**config.mk**
```make
export PLATFORM = sky130hd
export DESIGN_NAME = vga_timing_gen_flat
export DESIGN_NICKNAME = d
export VERILOG_FILES = /design/src/rtl/vga_timing_pkg.sv /design/src/rtl/vga_timing_gen_if.sv /design/src/rtl/vga_axis_counter.sv /design/src/rtl/vga_timing_gen.sv /design/src/flat_wrapper.sv
export SDC_FILE = /design/constraint.sdc
export NUM_CORES = 1
export LEC_CHECK = 0
export BUFFER_PORTS_ARGS = -buffer_cell sky130_fd_sc_hd__clkbuf_2
export CORE_MARGIN = 2
export CORE_UTILIZATION = 37
export DETAILED_ROUTE_END_ITERATION = 8
export GPL_ROUTABILITY_DRIVEN = 1
export PLACE_DENSITY = 0.66
export SYNTH_ARGS = -nofsm -noshare
export SYNTH_HDL_FRONTEND = slang
export SYNTH_SLANG_ARGS = --single-unit
export TNS_END_PERCENT = 5
```
**constraint.sdc**
```tcl
create_clock -name Clk -period 1.98 [get_ports Clk]
set_input_delay 0.099 -clock Clk [delete_from_list [all_inputs] [get_ports Clk]]
set_output_delay 0.099 -clock Clk [all_outputs]
set_load 0.01 [all_outputs]
```
**src/rtl/vga_timing_pkg.sv**
```systemverilog
// vga_timing_pkg: shared timing constants for the VGA scan generator.
// Default timing is 640x480 at 60 Hz from a 50 MHz clock (CLK_DIV = 2).
package vga_timing_pkg;

  // Width of every scan coordinate; each axis total must fit in it.
  localparam int COORD_W = 10;

  localparam int DEF_CLK_DIV   = 2;

  localparam int DEF_H_VISIBLE = 640;
  localparam int DEF_H_FP      = 16;
  localparam int DEF_H_SYNC    = 96;
  localparam int DEF_H_BP      = 48;

  localparam int DEF_V_VISIBLE = 480;
  localparam int DEF_V_FP      = 10;
  localparam int DEF_V_SYNC    = 2;
  localparam int DEF_V_BP      = 33;

  localparam int H_TOTAL = DEF_H_VISIBLE + DEF_H_FP + DEF_H_SYNC + DEF_H_BP;
  localparam int V_TOTAL = DEF_V_VISIBLE + DEF_V_FP + DEF_V_SYNC + DEF_V_BP;

  // Sync pulse covers [start, end) on each axis.
  localparam int H_SYNC_START = DEF_H_VISIBLE + DEF_H_FP;
  localparam int H_SYNC_END   = H_SYNC_START + DEF_H_SYNC;
  localparam int V_SYNC_START = DEF_V_VISIBLE + DEF_V_FP;
  localparam int V_SYNC_END   = V_SYNC_START + DEF_V_SYNC;

endpackage

```
**src/rtl/vga_timing_gen_if.sv**
```systemverilog
// vga_timing_gen_if: scan-side pixel interface shared by the timing
// generator (master) and the renderers / DAC mapper (slave).
// frame_count exists only when VGA_FRAME_COUNT_EN is defined.
interface vga_timing_gen_if;

  logic                               vga_clk;
  logic [vga_timing_pkg::COORD_W-1:0] DrawX;
  logic [vga_timing_pkg::COORD_W-1:0] DrawY;
  logic                               blank;
  logic                               hs;
  logic                               vs;
  logic                               frame_start;
  logic                               pixel_tick;
`ifdef VGA_FRAME_COUNT_EN
  logic [7:0]                         frame_count;
`endif

  modport master (
    output vga_clk, DrawX, DrawY, blank, hs, vs, frame_start, pixel_tick
`ifdef VGA_FRAME_COUNT_EN
    , output frame_count
`endif
  );

  modport slave (
    input vga_clk, DrawX, DrawY, blank, hs, vs, frame_start, pixel_tick
`ifdef VGA_FRAME_COUNT_EN
    , input frame_count
`endif
  );

endinterface

```
**src/rtl/vga_axis_counter.sv**
```systemverilog
// vga_axis_counter: one scan axis. Wrap counter with enable and carry,
// plus registered position, active and sync decode taken from the new count.
module vga_axis_counter
  import vga_timing_pkg::*;
#(
  parameter int VISIBLE = DEF_H_VISIBLE,
  parameter int FP      = DEF_H_FP,
  parameter int SYNC    = DEF_H_SYNC,
  parameter int BP      = DEF_H_BP
) (
  input  logic               clk,
  input  logic               rst,
  input  logic               i_en,
  output logic [COORD_W-1:0] o_pos,
  output logic               o_active,
  output logic               o_sync_n,
  output logic               o_carry
);

  localparam int TOTAL = VISIBLE + FP + SYNC + BP;

  if (TOTAL > (1 << COORD_W) || TOTAL < 1) begin : g_bad_total
    $error("vga_axis_counter: axis total %0d does not fit in %0d bits", TOTAL, COORD_W);
  end

  // Bounds are one bit wider so a sync end equal to 2**COORD_W still compares.
  localparam logic [COORD_W-1:0] LAST       = COORD_W'(TOTAL - 1);
  localparam logic [COORD_W:0]   VIS_END    = (COORD_W+1)'(VISIBLE);
  localparam logic [COORD_W:0]   SYNC_START = (COORD_W+1)'(VISIBLE + FP);
  localparam logic [COORD_W:0]   SYNC_END   = (COORD_W+1)'(VISIBLE + FP + SYNC);

  logic [COORD_W-1:0] r_count;
  logic [COORD_W-1:0] r_pos;
  logic               r_active;
  logic               r_sync_n;
  logic               w_at_last;
  logic [COORD_W-1:0] w_next;
  logic [COORD_W:0]   w_next_ext;

  // Next count: wrap at the last position, otherwise increment.
  always_comb begin
    // NOTE: every always_comb output gets a default first so no path can
    // leave it unassigned and infer a latch.
    w_at_last  = 1'b0;
    w_next     = r_count + 1'b1;
    if (r_count == LAST) begin
      w_at_last = 1'b1;
      w_next    = '0;
    end
    w_next_ext = {1'b0, w_next};
  end

  // Count and decode registers; all decode is from the new count so the
  // position and flags change together on the same edge.
  always_ff @(posedge clk) begin
    // NOTE: state uses non-blocking assignments so every register samples
    // pre-edge values regardless of statement order.
    if (rst) begin
      r_count  <= LAST;
      r_pos    <= '0;
      r_active <= 1'b0;
      r_sync_n <= 1'b1;
    end else if (i_en) begin
      r_count  <= w_next;
      r_pos    <= w_next;
      r_active <= (w_next_ext < VIS_END);
      r_sync_n <= !((w_next_ext >= SYNC_START) && (w_next_ext < SYNC_END));
    end
  end

  assign o_pos    = r_pos;
  assign o_active = r_active;
  assign o_sync_n = r_sync_n;
  assign o_carry  = i_en & w_at_last;

endmodule

```
**src/rtl/vga_timing_gen.sv**
```systemverilog
// vga_timing_gen: pixel clock divider and scan generator for the VGA path.
// All scan outputs change on the Clk edge where vga_clk falls, leaving
// CLK_DIV/2 Clk cycles of setup before renderers sample on vga_clk rising.
// Optional macro VGA_FRAME_COUNT_EN adds an 8-bit frame counter output.
module vga_timing_gen
  import vga_timing_pkg::*;
#(
  parameter int CLK_DIV   = DEF_CLK_DIV,
  parameter int H_VISIBLE = DEF_H_VISIBLE,
  parameter int H_FP      = DEF_H_FP,
  parameter int H_SYNC    = DEF_H_SYNC,
  parameter int H_BP      = DEF_H_BP,
  parameter int V_VISIBLE = DEF_V_VISIBLE,
  parameter int V_FP      = DEF_V_FP,
  parameter int V_SYNC    = DEF_V_SYNC,
  parameter int V_BP      = DEF_V_BP
) (
  input  logic              Clk,
  input  logic              Reset,
  vga_timing_gen_if.master  vga
);

  if (CLK_DIV < 2 || (CLK_DIV % 2) != 0) begin : g_bad_div
    $error("vga_timing_gen: CLK_DIV=%0d must be even and at least 2", CLK_DIV);
  end

  localparam int DIV_W = $clog2(CLK_DIV);
  localparam logic [DIV_W-1:0] DIV_LAST = DIV_W'(CLK_DIV - 1);
  localparam logic [DIV_W-1:0] DIV_HALF = DIV_W'(CLK_DIV / 2);

  logic [DIV_W-1:0]   r_div_cnt;
  logic               r_vga_clk;
  logic               r_pixel_tick;
  logic               r_frame_start;
  logic               w_tick;
  logic [DIV_W-1:0]   w_div_next;
  logic               w_h_carry;
  logic               w_frame_wrap;
  logic               w_h_active;
  logic               w_v_active;
  logic               w_hs_n;
  logic               w_vs_n;
  logic [COORD_W-1:0] w_draw_x;
  logic [COORD_W-1:0] w_draw_y;

  // A tick is the edge on which the divider wraps to 0.
  assign w_tick     = (r_div_cnt == DIV_LAST);
  assign w_div_next = w_tick ? '0 : r_div_cnt + 1'b1;

  // Divider and pixel clock: vga_clk drops on the tick edge and rises
  // CLK_DIV/2 edges later, giving a 50% duty cycle.
  always_ff @(posedge Clk) begin
    if (Reset) begin
      r_div_cnt <= '0;
      r_vga_clk <= 1'b0;
    end else begin
      r_div_cnt <= w_div_next;
      r_vga_clk <= (w_div_next >= DIV_HALF);
    end
  end

  vga_axis_counter #(
    .VISIBLE (H_VISIBLE),
    .FP      (H_FP),
    .SYNC    (H_SYNC),
    .BP      (H_BP)
  ) u_h_axis (
    .clk      (Clk),
    .rst      (Reset),
    .i_en     (w_tick),
    .o_pos    (w_draw_x),
    .o_active (w_h_active),
    .o_sync_n (w_hs_n),
    .o_carry  (w_h_carry)
  );

  // The vertical carry only fires when both axes wrap: the new position is (0,0).
  vga_axis_counter #(
    .VISIBLE (V_VISIBLE),
    .FP      (V_FP),
    .SYNC    (V_SYNC),
    .BP      (V_BP)
  ) u_v_axis (
    .clk      (Clk),
    .rst      (Reset),
    .i_en     (w_h_carry),
    .o_pos    (w_draw_y),
    .o_active (w_v_active),
    .o_sync_n (w_vs_n),
    .o_carry  (w_frame_wrap)
  );

  // Single-cycle strobes aligned with the scan update.
  always_ff @(posedge Clk) begin
    if (Reset) begin
      r_pixel_tick  <= 1'b0;
      r_frame_start <= 1'b0;
    end else begin
      r_pixel_tick  <= w_tick;
      r_frame_start <= w_frame_wrap;
    end
  end

`ifdef VGA_FRAME_COUNT_EN
  logic [7:0] r_frame_count;

  // Animation frame counter, advances with every frame_start and wraps.
  always_ff @(posedge Clk) begin
    if (Reset) begin
      r_frame_count <= '0;
    end else if (w_frame_wrap) begin
      r_frame_count <= r_frame_count + 8'd1;
    end
  end

  assign vga.frame_count = r_frame_count;
`endif

  assign vga.vga_clk     = r_vga_clk;
  assign vga.DrawX       = w_draw_x;
  assign vga.DrawY       = w_draw_y;
  assign vga.blank       = w_h_active & w_v_active;
  assign vga.hs          = w_hs_n;
  assign vga.vs          = w_vs_n;
  assign vga.frame_start = r_frame_start;
  assign vga.pixel_tick  = r_pixel_tick;

endmodule
```
**src/flat_wrapper.sv**
```systemverilog
// flat-port wrapper written by rule: the top's interface ports become plain ports
module vga_timing_gen_flat import vga_timing_pkg::*;
#(
  parameter int CLK_DIV   = DEF_CLK_DIV,
  parameter int H_VISIBLE = DEF_H_VISIBLE,
  parameter int H_FP      = DEF_H_FP,
  parameter int H_SYNC    = DEF_H_SYNC,
  parameter int H_BP      = DEF_H_BP,
  parameter int V_VISIBLE = DEF_V_VISIBLE,
  parameter int V_FP      = DEF_V_FP,
  parameter int V_SYNC    = DEF_V_SYNC,
  parameter int V_BP      = DEF_V_BP
)
  (Clk, Reset, vga_vga_clk, vga_DrawX, vga_DrawY, vga_blank, vga_hs, vga_vs, vga_frame_start, vga_pixel_tick);
  vga_timing_gen_if vga_i ();
  input  logic Clk;
  input  logic Reset;
  output wire logic [$bits(vga_i.vga_clk)-1:0] vga_vga_clk;
  output wire logic [$bits(vga_i.DrawX)-1:0] vga_DrawX;
  output wire logic [$bits(vga_i.DrawY)-1:0] vga_DrawY;
  output wire logic [$bits(vga_i.blank)-1:0] vga_blank;
  output wire logic [$bits(vga_i.hs)-1:0] vga_hs;
  output wire logic [$bits(vga_i.vs)-1:0] vga_vs;
  output wire logic [$bits(vga_i.frame_start)-1:0] vga_frame_start;
  output wire logic [$bits(vga_i.pixel_tick)-1:0] vga_pixel_tick;
  assign vga_vga_clk = vga_i.vga_clk;
  assign vga_DrawX = vga_i.DrawX;
  assign vga_DrawY = vga_i.DrawY;
  assign vga_blank = vga_i.blank;
  assign vga_hs = vga_i.hs;
  assign vga_vs = vga_i.vs;
  assign vga_frame_start = vga_i.frame_start;
  assign vga_pixel_tick = vga_i.pixel_tick;
  vga_timing_gen #(.CLK_DIV(CLK_DIV), .H_VISIBLE(H_VISIBLE), .H_FP(H_FP), .H_SYNC(H_SYNC), .H_BP(H_BP), .V_VISIBLE(V_VISIBLE), .V_FP(V_FP), .V_SYNC(V_SYNC), .V_BP(V_BP)) u_core (.Clk(Clk), .Reset(Reset), .vga(vga_i));
endmodule
```
======== Word level (Yosys, flattened, before mapping) ========
Index checks and enable logic that the tools add are counted.
Widths: inputs -> output; s select.
storage, ports and cells
  register bits ........................... 48
  input bits .............................. 2
  output and inout bits ................... 26
  logic and storage cells ................. 36
cells by class
  $add $sub $neg .......................... 3
  magnitude comparators ................... 7
  eq/ne operators ......................... 2
  multiplexer cells ....................... 5
  bitwise gates (word level) .............. 3
  reductions and logical operators ........ 4
operators by type and width
  cell                   count
  $add 10x1->10 const B  2
  $eq 10x10->1 const B   2
  $lt 10x10->1 const B   2
  $lt 10x9->1 const B    2
  $mux 10                2
  $ge 10x10->1 const B   1
  $ge 10x9->1 const B    1
  $and 1x1->1            3
  $mux 1                 3
  $logic_and 1x1->1      2
  $logic_not 1->1        2
  $add 1x1->1 const B    1
  $ge 1x1->1 const B     1

======== Logic depth before layout (Yosys ltp) ========
  depth in word-level cells ............... 5
  depth in mapped cells ................... 8
  depth with buffers taken out ............ 7

======== Cells and area by module ========
Synthesis repeated with hierarchy kept, for this count alone.
unflattened totals
  cells, all modules ...................... 245
  area total of the unflattened synthesis .. 2064.5 µm²
modules (own cells, without submodules)
  module                               instances  cells each  area an instance (µm²)  sequential area each (µm²)
  vga_axis_counter at u_core.u_h_axis  1          126         1047.3                  380.4
  vga_axis_counter at u_core.u_v_axis  1          112         934.6                   300.3
  vga_timing_gen                       1          7           82.6                    60.1

======== Least setup slack after synthesis ========
No wires, ideal clock.
  kind .................................... register -> register
  start point ............................. reg u_core.u_h_axis.r_count[0]
  end point ............................... reg u_core.u_v_axis.r_sync_n, in the netlist u_core.u_v_axis.o_sync_n
  setup time .............................. 0.123 ns
  arrival ................................. 2.070 ns
  required time ........................... 1.857 ns
  slack ................................... -0.213 ns
  cell stages (with the launch flop) ...... 8
  path buffers ............................ 1
  period minus slack after synthesis ...... 2.193 ns
  cells stage by stage .................... dfxtp_1 -> ha_1 -> clkbuf_1 -> and4_1 -> nand4_1 -> nor2_1 -> or4b_2 -> o32a_2
between the ends
  longest elaborated chain between the ends .. 3
RTL lines
  element                   line                    RTL
  start: declaration        vga_axis_counter.sv:32  logic [COORD_W-1:0] r_count;
  start signal: assignment  vga_axis_counter.sv:64  r_count <= w_next;
  $eq 10x10->1              vga_axis_counter.sv:46  if (r_count == LAST) begin
  $mux 1                    vga_axis_counter.sv:46
  $and 1x1->1               vga_axis_counter.sv:74  assign o_carry = i_en & w_at_last;
  end signal: assignment    vga_axis_counter.sv:67  r_sync_n <= !((w_next_ext >= SYNC_START) && (w_next_ext < SYNC_END));
  end: declaration          vga_axis_counter.sv:35  logic r_sync_n;
Every way passes these cells.
A chain may end at the register's enable or synchronous reset.

======== Worst setup path in the final report ========
  start point ............................. reg u_core.u_h_axis.r_count[1]
  end point ............................... reg u_core.u_v_axis.r_sync_n, in the netlist u_core.u_v_axis.o_sync_n
Same word-level chain as after synthesis.

==> summary.txt <==
Yosys
  • Seq/Total Area, Yosys: 36.2%
  • Number of synthesized flops with an enable pin: 0
  • Yosys cell types: 53
  • Syn avg cell area: 8.03 um2
  • Cells after Synth: 255
  • Synthesized area: 2050 um2
  • Post-synth ARST share: 0%
  • Post-Syn Nets: 261
  • Flop and latch count out of synthesis: 37
  • Yosys Warn Count: 0
  • Top_reg_cell synth: dfxtp_1

Critical path
  • R2R Setup Slk: 0.02 ns
  • Setup CP Type: reg -> reg
  • CP max FO: 6
  • CP Capture Type: register
  • Arr. time, crit path: 2.14 ns
  • Startpoint types: register
  • Crit path required time: 2.16 ns

Layout
  • Filler Cells Inserted: 539
  • Nets: 304
  • Syn-to-layout area delta: 23.9%
  • Fin util: 46.7%
  • N_diodes: 0
  • Share of cells above drive strength 1: 29.4%

Clock tree
  • Clock Path Buffers: 2
  • CTS tree: yes
  • Clock Sinks: 37
  • Total CTS buffers: 5
  • Setup bufs post-CTS: 0
  • Worst-path clk slew: 0.08 ns
  • CTS root buf: clkbuf_8
  • Worst skew pair latency: 0.29 ns
  • CTS H-tree depth: 2

Place
  • PortBufs: 27
  • GPL Wtd Cong: 0.882
  • DPL Wire Length: 3.85 mm
  • Post-placement worst setup slack: 0.0226 ns

Global routing
  • Antenna violations before repair: 0
  • Pin count of the biggest net entering global routing: 23
  • First-pass GRT wire length: 8.45 mm
  • Vias in the first global route: 1736
  • Grt ovf: 0
  • Total GRT Usage: 17.2%

Status
  • Outcome: complete, no violations

Detailed routing
  • Drt pass-1 iters: 4
  • Routed via count: 1925
  • DR vias/cell: 5.19
  • Post-detailed-route wirelength per cell: 13.7 um
  • # DRC: 0
  • DRT Wirelength: 5.08 mm
  • Initial drt markers: 140
  • DRT antenna net count: 0

Pwr
  • Max VDD drop: 345 uV
  • Total power: 1.86 mW
  • Pwr/cell area: 732 nW/um2
  • Static Leak: 1.05 nW

Floorplanning
  • Row cnt: 27
  • Initial Utilization: 37.7%
  • Die ar.: 6150 um2
  • Die width: 78.4 um
  • Die Ht: 78.4 um
  • Core Area: 5440 um2
  • Number of top-level pins: 28

Timing
  • RSZ-0062 raised after global routing: yes
  • Maximum clock frequency: 510 MHz
  • Total Neg Setup Slack: 0 ns
  • Period minus WS final: 1.96 ns
  • Worst Tran Pin Value: 0.485 ns
  • Final Hold Viols: 0
  • Final period utilization: 99.1%
  • Final worst slack: 0.0185 ns
  • Final setup fails: 0
  • Count of final max-slew check failures: 0
  • Max-Slew Margin vs Limit: 67.4%
  • Clk_skew: 0.00533 ns

Worst hold path
  • Hold Path Class: in -> reg

Job
  • Max_cap viols: 0
[power by group]
part,switching (mW),internal [mW]
Sequential,0.0423,0.793
Clock,0.279,0.237
Combinational,0.270,0.236
[state kept, by name, summed over array words and instances, names as in the netlist]
name and flops:
u_core.u_h_axis.o_active 1, u_core.u_h_axis.o_pos 7, u_core.u_h_axis.o_sync_n 1, u_core.u_h_axis.r_count 10, u_core.u_v_axis.o_active 1, u_core.u_v_axis.o_pos 3
u_core.u_v_axis.o_sync_n 1, u_core.u_v_axis.r_count 10, u_core.vga.frame_start 1, u_core.vga.pixel_tick 1, u_core.vga.vga_clk 1
[stage by stage]
stage | instances | hold WS [ns] | area (um2)
after floorplan | 255 | 0.403 | 2100
after global placement | 363 | 0.452 | 2440
after detailed placement | 363 | 0.458 | 2440
after CTS | 371 | 0.222 | 2530
after global routing | 371 | 0.237 | 2540
final | 371 | 0.219 | 2540
[per-layer routing]
metal / global-route usage [%] / routed length (um) / vias to the layer above
met4: 4.74 / 64 / 0
met1: 25.5 / 2600 / 886
met5: 0 / 0 / -
li1: - / - / 986
met3: 3.56 / 199 / 6
met2: 25.3 / 2210 / 47
[synthesized netlist by cell type (5+ instances only)]
master    count  share of area [%]
xor2_1        5                2.1
clkbuf_1     14                2.6
nand3_1      13                3.2
a21oi_1      16                3.9
nor2_1       32                5.9
o21ai_0       6                1.5
dfxtp_1      37                 36
buf_4        10                3.7
inv_1         7                1.3
nor3_1        9                2.2
nand2_1      24                4.4
xnor2_1       8                3.4
[final timing paths]
check,startpoint,end,depth (start not counted)
worst max-delay path,u_core.u_h_axis.r_count[1]$_SDFFE_PP1P_,u_core.u_v_axis.o_sync_n$_SDFFE_PP1P_,6
worst min-delay path,Reset,u_core.u_v_axis.r_count[4]$_SDFFE_PP0P_,3
worst max register to register,u_core.u_h_axis.r_count[1]$_SDFFE_PP1P_,u_core.u_v_axis.o_sync_n$_SDFFE_PP1P_,6
worst min register to register,u_core.u_h_axis.o_pos[3]$_SDFFE_PP0P_,u_core.u_h_axis.o_pos[3]$_SDFFE_PP0P_,2
[layout make-up]
type	instances	area (um2)	share of cell area (%)
inverter	7	26.3	1.03
tap	72	90.1	3.55
multi-input combinational	182	1170	46.1
sequential	37	749	29.5
clock buffer	5	68.8	2.71
clock inverter	3	12.5	0.493
timing repair buffer	65	420	16.6
[timing repair]
item | in CTS | in global routing
setup endpoints to repair | 1 | 6
hold buffers | 0 | 0
pin swaps | 0 | 1
cloned | 0 | 0
resized for setup | 1 | 4
[logic make-up (layout without fill, tap and decap cells)]
family,count (synthesis),count (layout),synth area share [%]
mux,2,2,1.04
xor+xnor,13,13,5.56
fa+ha+maj,4,4,2.44
simple gates,113,113,29.2
compound gates,50,50,16.6
flops,37,37,36.2
buf+inv,36,80,9.04
[layout by cell type, fill, tap and decap left out, types with 2 or more instances in the layout]
master	netlist	layout
or3_1	2	2
inv_1	7	7
a221o_1	2	2
xnor2_1	8	8
clkbuf_8	0	5
nor2_1	32	32
nand4b_1	4	4
nor4_1	3	2
nand4_1	4	4
o21bai_1	2	2
xor2_1	5	5
a211o_1	4	4
o22ai_1	2	2
o21ai_0	6	6
a21oi_1	16	16
nand3_1	13	12
buf_4	10	38
and3_1	4	4
dfxtp_4	0	2
a211oi_1	4	3
a22oi_1	3	3
ha_1	4	3
clkbuf_2	0	27
nand2_1	24	24
clkinv_1	0	2
nor3_1	9	9
and4_1	2	2
dfxtp_1	37	34
and2_1	2	2
[worst max-delay path, cell delays in order, from the launching register on]
cell and delay, ns:
dfxtp_4 0.39, ha_4 0.13, and4_1 0.23, nand4_1 0.13, nor2_1 0.18, or4b_2 0.60, o32a_2 0.19
No activity file was read; power rests on OpenSTA's default activity.
